--- src/rtl/monopix_tx_emu_if.sv ---
// Hit-side and DAQ-side signal bundle of the Monopix serial transmitter emulator.
// The master modport drives hits, FREEZE and READ; the slave modport is the emulator.
interface monopix_tx_emu_if #(
    parameter int WORD_BITS = 26
);
    logic                 HIT_WR;
    logic [WORD_BITS-1:0] HIT_DATA;
    logic                 FREEZE;
    logic                 READ;
    logic                 TOKEN;
    logic                 DATA;
    logic                 BUSY;
    logic [7:0]           OVF_CNT;
    logic [7:0]           RD_ERR_CNT;

    modport master (
        output HIT_WR, HIT_DATA, FREEZE, READ,
        input  TOKEN, DATA, BUSY, OVF_CNT, RD_ERR_CNT
    );

    modport slave (
        input  HIT_WR, HIT_DATA, FREEZE, READ,
        output TOKEN, DATA, BUSY, OVF_CNT, RD_ERR_CNT
    );
endinterface

--- src/rtl/monopix_tx_emu.sv ---
// Monopix token/serial readout emulator: hit FIFO, freeze bookkeeping and a 26-bit MSB-first shifter.
// Define MONOPIX_TX_GRAY_EN to Gray-code the LE and TE fields when a word is loaded.
module monopix_tx_emu #(
    parameter int DEPTH     = 16,
    parameter int WORD_BITS = 26
) (
    input logic             CLK,
    input logic             RST,
    monopix_tx_emu_if.slave bus
);
    localparam int PTR_BITS = $clog2(DEPTH);
    localparam logic [PTR_BITS:0]   OCC_FULL = (PTR_BITS + 1)'(DEPTH);
    localparam logic [PTR_BITS:0]   OCC_ONE  = (PTR_BITS + 1)'(1);
    localparam logic [PTR_BITS-1:0] PTR_ONE  = PTR_BITS'(1);
    localparam logic [4:0]          LAST_BIT = 5'(WORD_BITS);

    typedef enum logic [1:0] {IDLE, LOAD, SHIFT} state_t;

    state_t               state, state_nxt;
    logic [WORD_BITS-1:0] mem [DEPTH];
    logic [PTR_BITS-1:0]  wr_ptr, rd_ptr;
    logic [PTR_BITS:0]    occ, frozen_cnt, frozen_base, frozen_nxt;
    logic                 freeze_q;
    logic [WORD_BITS-1:0] hold_word, load_word, shreg, shreg_nxt;
    logic [4:0]           bit_cnt, bit_cnt_nxt;
    logic                 data_q, data_nxt, token_q, token_nxt;
    logic                 pop, push, ovf_hit, rd_err;
    logic [7:0]           ovf_cnt, rd_err_cnt;

    // A push at full still succeeds when the head leaves in the same cycle.
    // On the FREEZE rising edge the snapshot is the occupancy before this cycle's write.
    always_comb begin
        pop         = (state == IDLE) && bus.READ && (occ != '0);
        push        = bus.HIT_WR && ((occ != OCC_FULL) || pop);
        ovf_hit     = bus.HIT_WR && !push;
        rd_err      = bus.READ && !pop;
        frozen_base = (bus.FREEZE && !freeze_q) ? occ : frozen_cnt;
        frozen_nxt  = (pop && (frozen_base != '0)) ? frozen_base - OCC_ONE : frozen_base;
        if (bus.FREEZE) begin
            token_nxt = (frozen_base != '0) || (state != IDLE);
        end else begin
            token_nxt = (occ != '0) || (state != IDLE);
        end
    end

    always_ff @(posedge CLK) begin
        if (push) begin
            mem[wr_ptr] <= bus.HIT_DATA;
        end
    end

    always_ff @(posedge CLK or posedge RST) begin
        if (RST) begin
            wr_ptr     <= '0;
            rd_ptr     <= '0;
            occ        <= '0;
            frozen_cnt <= '0;
            freeze_q   <= 1'b0;
            hold_word  <= '0;
            token_q    <= 1'b0;
            ovf_cnt    <= '0;
            rd_err_cnt <= '0;
        end else begin
            if (push) begin
                wr_ptr <= wr_ptr + PTR_ONE;
            end
            if (pop) begin
                rd_ptr    <= rd_ptr + PTR_ONE;
                hold_word <= mem[rd_ptr];
            end
            case ({push, pop})
                2'b10:   occ <= occ + OCC_ONE;
                2'b01:   occ <= occ - OCC_ONE;
                default: occ <= occ;
            endcase
            frozen_cnt <= frozen_nxt;
            freeze_q   <= bus.FREEZE;
            token_q    <= token_nxt;
            if (ovf_hit && (ovf_cnt != 8'hFF)) begin
                ovf_cnt <= ovf_cnt + 8'd1;
            end
            if (rd_err && (rd_err_cnt != 8'hFF)) begin
                rd_err_cnt <= rd_err_cnt + 8'd1;
            end
        end
    end

    always_ff @(posedge CLK or posedge RST) begin
        if (RST) begin
            state   <= IDLE;
            shreg   <= '0;
            bit_cnt <= '0;
            data_q  <= 1'b0;
        end else begin
            state   <= state_nxt;
            shreg   <= shreg_nxt;
            bit_cnt <= bit_cnt_nxt;
            data_q  <= data_nxt;
        end
    end

    // LOAD already drives the MSB so the first bit appears two cycles after READ.
    always_comb begin
        state_nxt   = state;
        shreg_nxt   = shreg;
        bit_cnt_nxt = bit_cnt;
        data_nxt    = 1'b0;
        load_word   = hold_word;
`ifdef MONOPIX_TX_GRAY_EN
        load_word[11:6] = hold_word[11:6] ^ {1'b0, hold_word[11:7]};
        load_word[5:0]  = hold_word[5:0] ^ {1'b0, hold_word[5:1]};
`endif
        case (state)
            IDLE: begin
                if (pop) begin
                    state_nxt = LOAD;
                end
            end
            LOAD: begin
                state_nxt   = SHIFT;
                data_nxt    = load_word[WORD_BITS-1];
                shreg_nxt   = {load_word[WORD_BITS-2:0], 1'b0};
                bit_cnt_nxt = 5'd1;
            end
            SHIFT: begin
                if (bit_cnt == LAST_BIT) begin
                    state_nxt   = IDLE;
                    shreg_nxt   = '0;
                    bit_cnt_nxt = '0;
                end else begin
                    data_nxt    = shreg[WORD_BITS-1];
                    shreg_nxt   = {shreg[WORD_BITS-2:0], 1'b0};
                    bit_cnt_nxt = bit_cnt + 5'd1;
                end
            end
            default: state_nxt = IDLE;
        endcase
    end

    assign bus.TOKEN      = token_q;
    assign bus.DATA       = data_q;
    assign bus.BUSY       = (state == SHIFT);
    assign bus.OVF_CNT    = ovf_cnt;
    assign bus.RD_ERR_CNT = rd_err_cnt;
endmodule

--- src/flat_wrapper.sv ---
// flat-port wrapper written by rule: the top's interface ports become plain ports
module monopix_tx_emu_flat 
#(
    parameter int DEPTH     = 16,
    parameter int WORD_BITS = 26
)
  (CLK, RST, bus_HIT_WR, bus_HIT_DATA, bus_FREEZE, bus_READ, bus_TOKEN, bus_DATA, bus_BUSY, bus_OVF_CNT, bus_RD_ERR_CNT);
  monopix_tx_emu_if #(.WORD_BITS(WORD_BITS)) bus_i ();
  input logic CLK;
  input logic RST;
  input wire logic [$bits(bus_i.HIT_WR)-1:0] bus_HIT_WR;
  input wire logic [$bits(bus_i.HIT_DATA)-1:0] bus_HIT_DATA;
  input wire logic [$bits(bus_i.FREEZE)-1:0] bus_FREEZE;
  input wire logic [$bits(bus_i.READ)-1:0] bus_READ;
  output wire logic [$bits(bus_i.TOKEN)-1:0] bus_TOKEN;
  output wire logic [$bits(bus_i.DATA)-1:0] bus_DATA;
  output wire logic [$bits(bus_i.BUSY)-1:0] bus_BUSY;
  output wire logic [$bits(bus_i.OVF_CNT)-1:0] bus_OVF_CNT;
  output wire logic [$bits(bus_i.RD_ERR_CNT)-1:0] bus_RD_ERR_CNT;
  assign bus_i.HIT_WR = bus_HIT_WR;
  assign bus_i.HIT_DATA = bus_HIT_DATA;
  assign bus_i.FREEZE = bus_FREEZE;
  assign bus_i.READ = bus_READ;
  assign bus_TOKEN = bus_i.TOKEN;
  assign bus_DATA = bus_i.DATA;
  assign bus_BUSY = bus_i.BUSY;
  assign bus_OVF_CNT = bus_i.OVF_CNT;
  assign bus_RD_ERR_CNT = bus_i.RD_ERR_CNT;
  monopix_tx_emu #(.DEPTH(DEPTH), .WORD_BITS(WORD_BITS)) u_core (.CLK(CLK), .RST(RST), .bus(bus_i));
endmodule
--- config.mk ---
export PLATFORM = sky130hd
export DESIGN_NAME = monopix_tx_emu_flat
export DESIGN_NICKNAME = d
export VERILOG_FILES = /design/src/rtl/monopix_tx_emu_if.sv /design/src/rtl/monopix_tx_emu.sv /design/src/flat_wrapper.sv
export SDC_FILE = /design/constraint.sdc
export NUM_CORES = 1
export LEC_CHECK = 0
export BUFFER_PORTS_ARGS = -buffer_cell sky130_fd_sc_hd__buf_2
export CORE_MARGIN = 3
export CORE_UTILIZATION = 65
export CTS_BUF_LIST = sky130_fd_sc_hd__clkbuf_4 sky130_fd_sc_hd__clkbuf_8
export CTS_CLUSTER_DIAMETER = 200
export DETAILED_ROUTE_END_ITERATION = 8
export PLACE_DENSITY_LB_ADDON = 0.2
export RECOVER_POWER = 25
export SETUP_SLACK_MARGIN = 0.3
export SLEW_MARGIN = 10
export SYNTH_ARGS = -nofsm -noshare
export SYNTH_HDL_FRONTEND = slang
export SYNTH_SLANG_ARGS = --single-unit
--- constraint.sdc ---
create_clock -name CLK -period 11.01 [get_ports CLK]
set_clock_uncertainty 0.05 [all_clocks]
set_input_delay 1.101 -clock CLK [delete_from_list [all_inputs] [get_ports CLK]]
set_output_delay 1.101 -clock CLK [all_outputs]
set_load 0.03 [all_outputs]
==> metrics.txt <==
average wire per cell in the routed design 25.3 um; number of synthesized flops with an enable pin 416; Clock H-tree levels 3; overall routed net length 41300 um; Placed Instance Area 21000 um2; Register Area 14900 um2; total of cells resized after clock tree synthesis 0; largest net degree at the start of global routing 66; most frequent cells after synthesis sky130_fd_sc_hd__edfxtp_1, sky130_fd_sc_hd__mux4_2, sky130_fd_sc_hd__dfrtp_1, sky130_fd_sc_hd__mux2i_1, sky130_fd_sc_hd__nand2_1; status complete, no violations; drt first-iter violations 930; post-route total power 5.87 mW; Startpoint Class register; TritonCTS clock tree done; routed vias/inst 6.36; kind of cell adding the most delay to the critical path compound AO/OA/AOI/OAI gates; Multi-input gate area 5190 um2; number of global-route vias before repair 10900; total of hold buffers inserted after clock tree synthesis 0; type of the worst min-delay path register to register; effective utilization at floorplan 66.1%; detailed-routing wirelength on met1 17100 um; leading cell type by number of instances after synthesis sky130_fd_sc_hd__edfxtp_1; Final Max Tran Viols 0; insertion delay of the later-clocked pin in the worst-skew pair 620 ps; Mapped Nets 1135; Post-Route Setup TNS 0 ps; buffer count from post-CTS setup fixing 0; post-synthesis register bit count 511; Area Overhead vs Synth 11.3%; metal3 WL 3600 um; count of endpoints failing setup in the final report 0; Final Cell Area 22600 um2; worst hold margin 431 ps; topmost layer with routed signal wires met5; total iterations of the first detailed-routing run 5; count of pins on the block boundary 50; proportion of layout cells with a drive suffix above 1 26.2%; number of buffer cells added on primary ports 49; top cell type's share of synthesized area 61.4%; PD cells 260 nW/um2; HPWL reported at the end of detailed placement 20700 um; Max Freq 258 MHz; number of library cell types mapped by synthesis 57; Period Utilization, post-route 35.3%; clock transition at the register clock pins on the worst setup and hold paths after CTS 60 ps; Main synth FF type sky130_fd_sc_hd__edfxtp_1; final period demand of the worst path 3880 ps; clk root buf sky130_fd_sc_hd__clkbuf_8; endpoint class of the critical path register; relative slew slack 13.6%; area inside the core boundary 30700 um2; cell count after synthesis 1085; Crit Path Max Fanout 32; Antenna diodes 0; number of rows in the core area 64; Num Clock Sinks 511; maximum vdd ir drop 0.182 mV; fraction of the yosys area taken by sequential cells 73.1%; grt total ovfl 0; transition time at the pin with the least slew margin 1290 ps; critical path's largest stage delay 1000 ps; CTS Buf Count 80; critical-path cell list or4_4 -> o21ai_4 -> nor2_2 -> ha_1 -> nor2b_1 -> o21ai_0 -> a21oi_1 -> a41o_1 -> a211o_1; die width 183 um; Filler Cell Count 1824; buffers and inverters on the worst path 0; cell type of the slowest stage on the worst timing path sky130_fd_sc_hd__o21ai_4; arrival time of the worst setup path 4310 ps; endpoints failing hold 0; number of max-capacitance violations reported 0; critical path data required time 11440 ps; leak pwr 7.84 nW; largest buffer count on any clock path 3; sum of met2 wire segment lengths after detailed routing 19600 um; first-pass GRT wire length 63400 um; yosys synthesis warning count 0; net count reported at finish 1221; Antenna Violating Nets Remaining 0; top cells by area in the synthesized netlist sky130_fd_sc_hd__edfxtp_1, sky130_fd_sc_hd__dfrtp_1, sky130_fd_sc_hd__mux4_2, sky130_fd_sc_hd__mux2i_1, sky130_fd_sc_hd__o221ai_1; detailed-route via count 10400; global placement routability congestion 0.792; die outline area 33400 um2; summed instance area of the synthesized netlist 20300 um2; remaining design rule violation count 0; vertical die dimension 183 um; Syn Area/Cell 18.7 um2; dominant cell type by area after synthesis sky130_fd_sc_hd__edfxtp_1; global-route total usage across every layer 25.5%; worst setup path category register to register; Synth async-reset ratio 18.6%; number of antenna violations at the first check in global routing 1; setup repair after global routing missed its margin false
[metrics by stage]
| step | std cells | worst slack (ps) | utilization (%) |
|---|---|---|---|
| 6_report | 1632 | 7130 | 73.6 |
| 2_1_floorplan | 1085 | 6530 | - |
| 3_3_place_gp | 1485 | 7270 | 68.2 |
| 5_1_grt | 1632 | 6890 | 73.6 |
| 4_1_cts | 1632 | 7150 | 73.7 |
| 3_5_place_dp | 1485 | 7150 | 68.2 |
[power by group]
group	switching, mW	internal (mW)
Sequential	0.264	2.41
Combinational	0.841	0.722
Clock	0.721	0.913
Total	1.83	4.05
[metal layers]
layer	global-route usage, %	vias up
li1	-	4518
met1	37.4	5343
met2	39.6	438
met3	5.55	83
met4	8.47	2
met5	0	-
[layout by cell type, fill, tap and decap left out, types with 3 or more instances in the layout]
master                       n
sky130_fd_sc_hd__mux2_2      3
sky130_fd_sc_hd__dfrtp_1    92
sky130_fd_sc_hd__dfrtp_4     3
sky130_fd_sc_hd__and3_1      6
sky130_fd_sc_hd__nor2_4      4
sky130_fd_sc_hd__and2_1      4
sky130_fd_sc_hd__xnor2_1    21
sky130_fd_sc_hd__nand2b_1    3
sky130_fd_sc_hd__nand2_1    51
sky130_fd_sc_hd__nand3_1     9
sky130_fd_sc_hd__inv_1      16
sky130_fd_sc_hd__a21oi_1    32
sky130_fd_sc_hd__clkinv_1    5
sky130_fd_sc_hd__nand4_1     9
sky130_fd_sc_hd__nor2b_1    27
sky130_fd_sc_hd__clkbuf_8   90
sky130_fd_sc_hd__buf_2      26
sky130_fd_sc_hd__nor2_1     34
sky130_fd_sc_hd__nor3_1      3
sky130_fd_sc_hd__o221ai_1   26
sky130_fd_sc_hd__nor4_2      4
sky130_fd_sc_hd__and3_2      4
sky130_fd_sc_hd__mux2i_1    58
sky130_fd_sc_hd__a31oi_1    26
sky130_fd_sc_hd__ha_1       17
sky130_fd_sc_hd__o21ai_0     9
sky130_fd_sc_hd__clkinv_2    6
sky130_fd_sc_hd__and2_2      4
sky130_fd_sc_hd__clkbuf_4   39
sky130_fd_sc_hd__mux4_2    104
sky130_fd_sc_hd__clkbuf_1   23
sky130_fd_sc_hd__buf_4      13
sky130_fd_sc_hd__edfxtp_1  416
[final timing paths]
kind / startpoint / endpoint / slack (ps) / cells after the start
max: u_core.occ[0]$_DFFE_PP0P_ / u_core.occ[4]$_DFFE_PP0P_ / 7130 / 9
min: u_core.hold_word[12]$_DFFE_PP0P_ / u_core.hold_word[12]$_DFFE_PP0P_ / 430 / 2
max reg2reg: u_core.occ[0]$_DFFE_PP0P_ / u_core.occ[4]$_DFFE_PP0P_ / 7130 / 9
min reg2reg: u_core.hold_word[12]$_DFFE_PP0P_ / u_core.hold_word[12]$_DFFE_PP0P_ / 430 / 2
max in group asynchronous: RST / u_core.bus.RD_ERR_CNT[1]$_DFFE_PP0P_ / 9260 / 3
min in group asynchronous: RST / u_core.bus.DATA$_DFF_PP0_ / 520 / 2
[tightest hold or removal path: cells and delay by family, from the launching register on]
family | cells | cell delay [ps]
compound gates | 1 | 60
simple gates | 1 | 50
flops | 1 | 330
[cell type report]
class                           count  share of cell area [%]
Clock buffer                      129                    6.77
Clock inverter                     18                   0.669
Inverter                           17                   0.293
Multi-Input combinational cell    499                    22.9
Sequential cell                   511                    65.7
Tap cell                          396                    2.19
Timing Repair Buffer               62                    1.39
[logic make-up after synthesis]
logic type | count (synthesis) | synth area share, %
adders and majority gates | 19 | 1.21
muxes | 169 | 14.8
AOI/OAI and AO/OA | 108 | 3.64
and+or+nand+nor | 180 | 4.57
xor gates and xnor gates | 23 | 0.991
DFF | 511 | 73.1
buffers and inverters | 75 | 1.67
[state kept, by name (all words and copies together), names as in the netlist]
signal,count
u_core.mem,416
u_core.hold_word,26
u_core.shreg,25
u_core.bus.OVF_CNT,8
u_core.bus.RD_ERR_CNT,8
u_core.bit_cnt,5
u_core.frozen_cnt,5
u_core.occ,5
u_core.rd_ptr,4
u_core.wr_ptr,4
u_core.state,2
u_core.bus.DATA,1
u_core.bus.TOKEN,1
u_core.freeze_q,1
(Power assumes the default switching activity.)
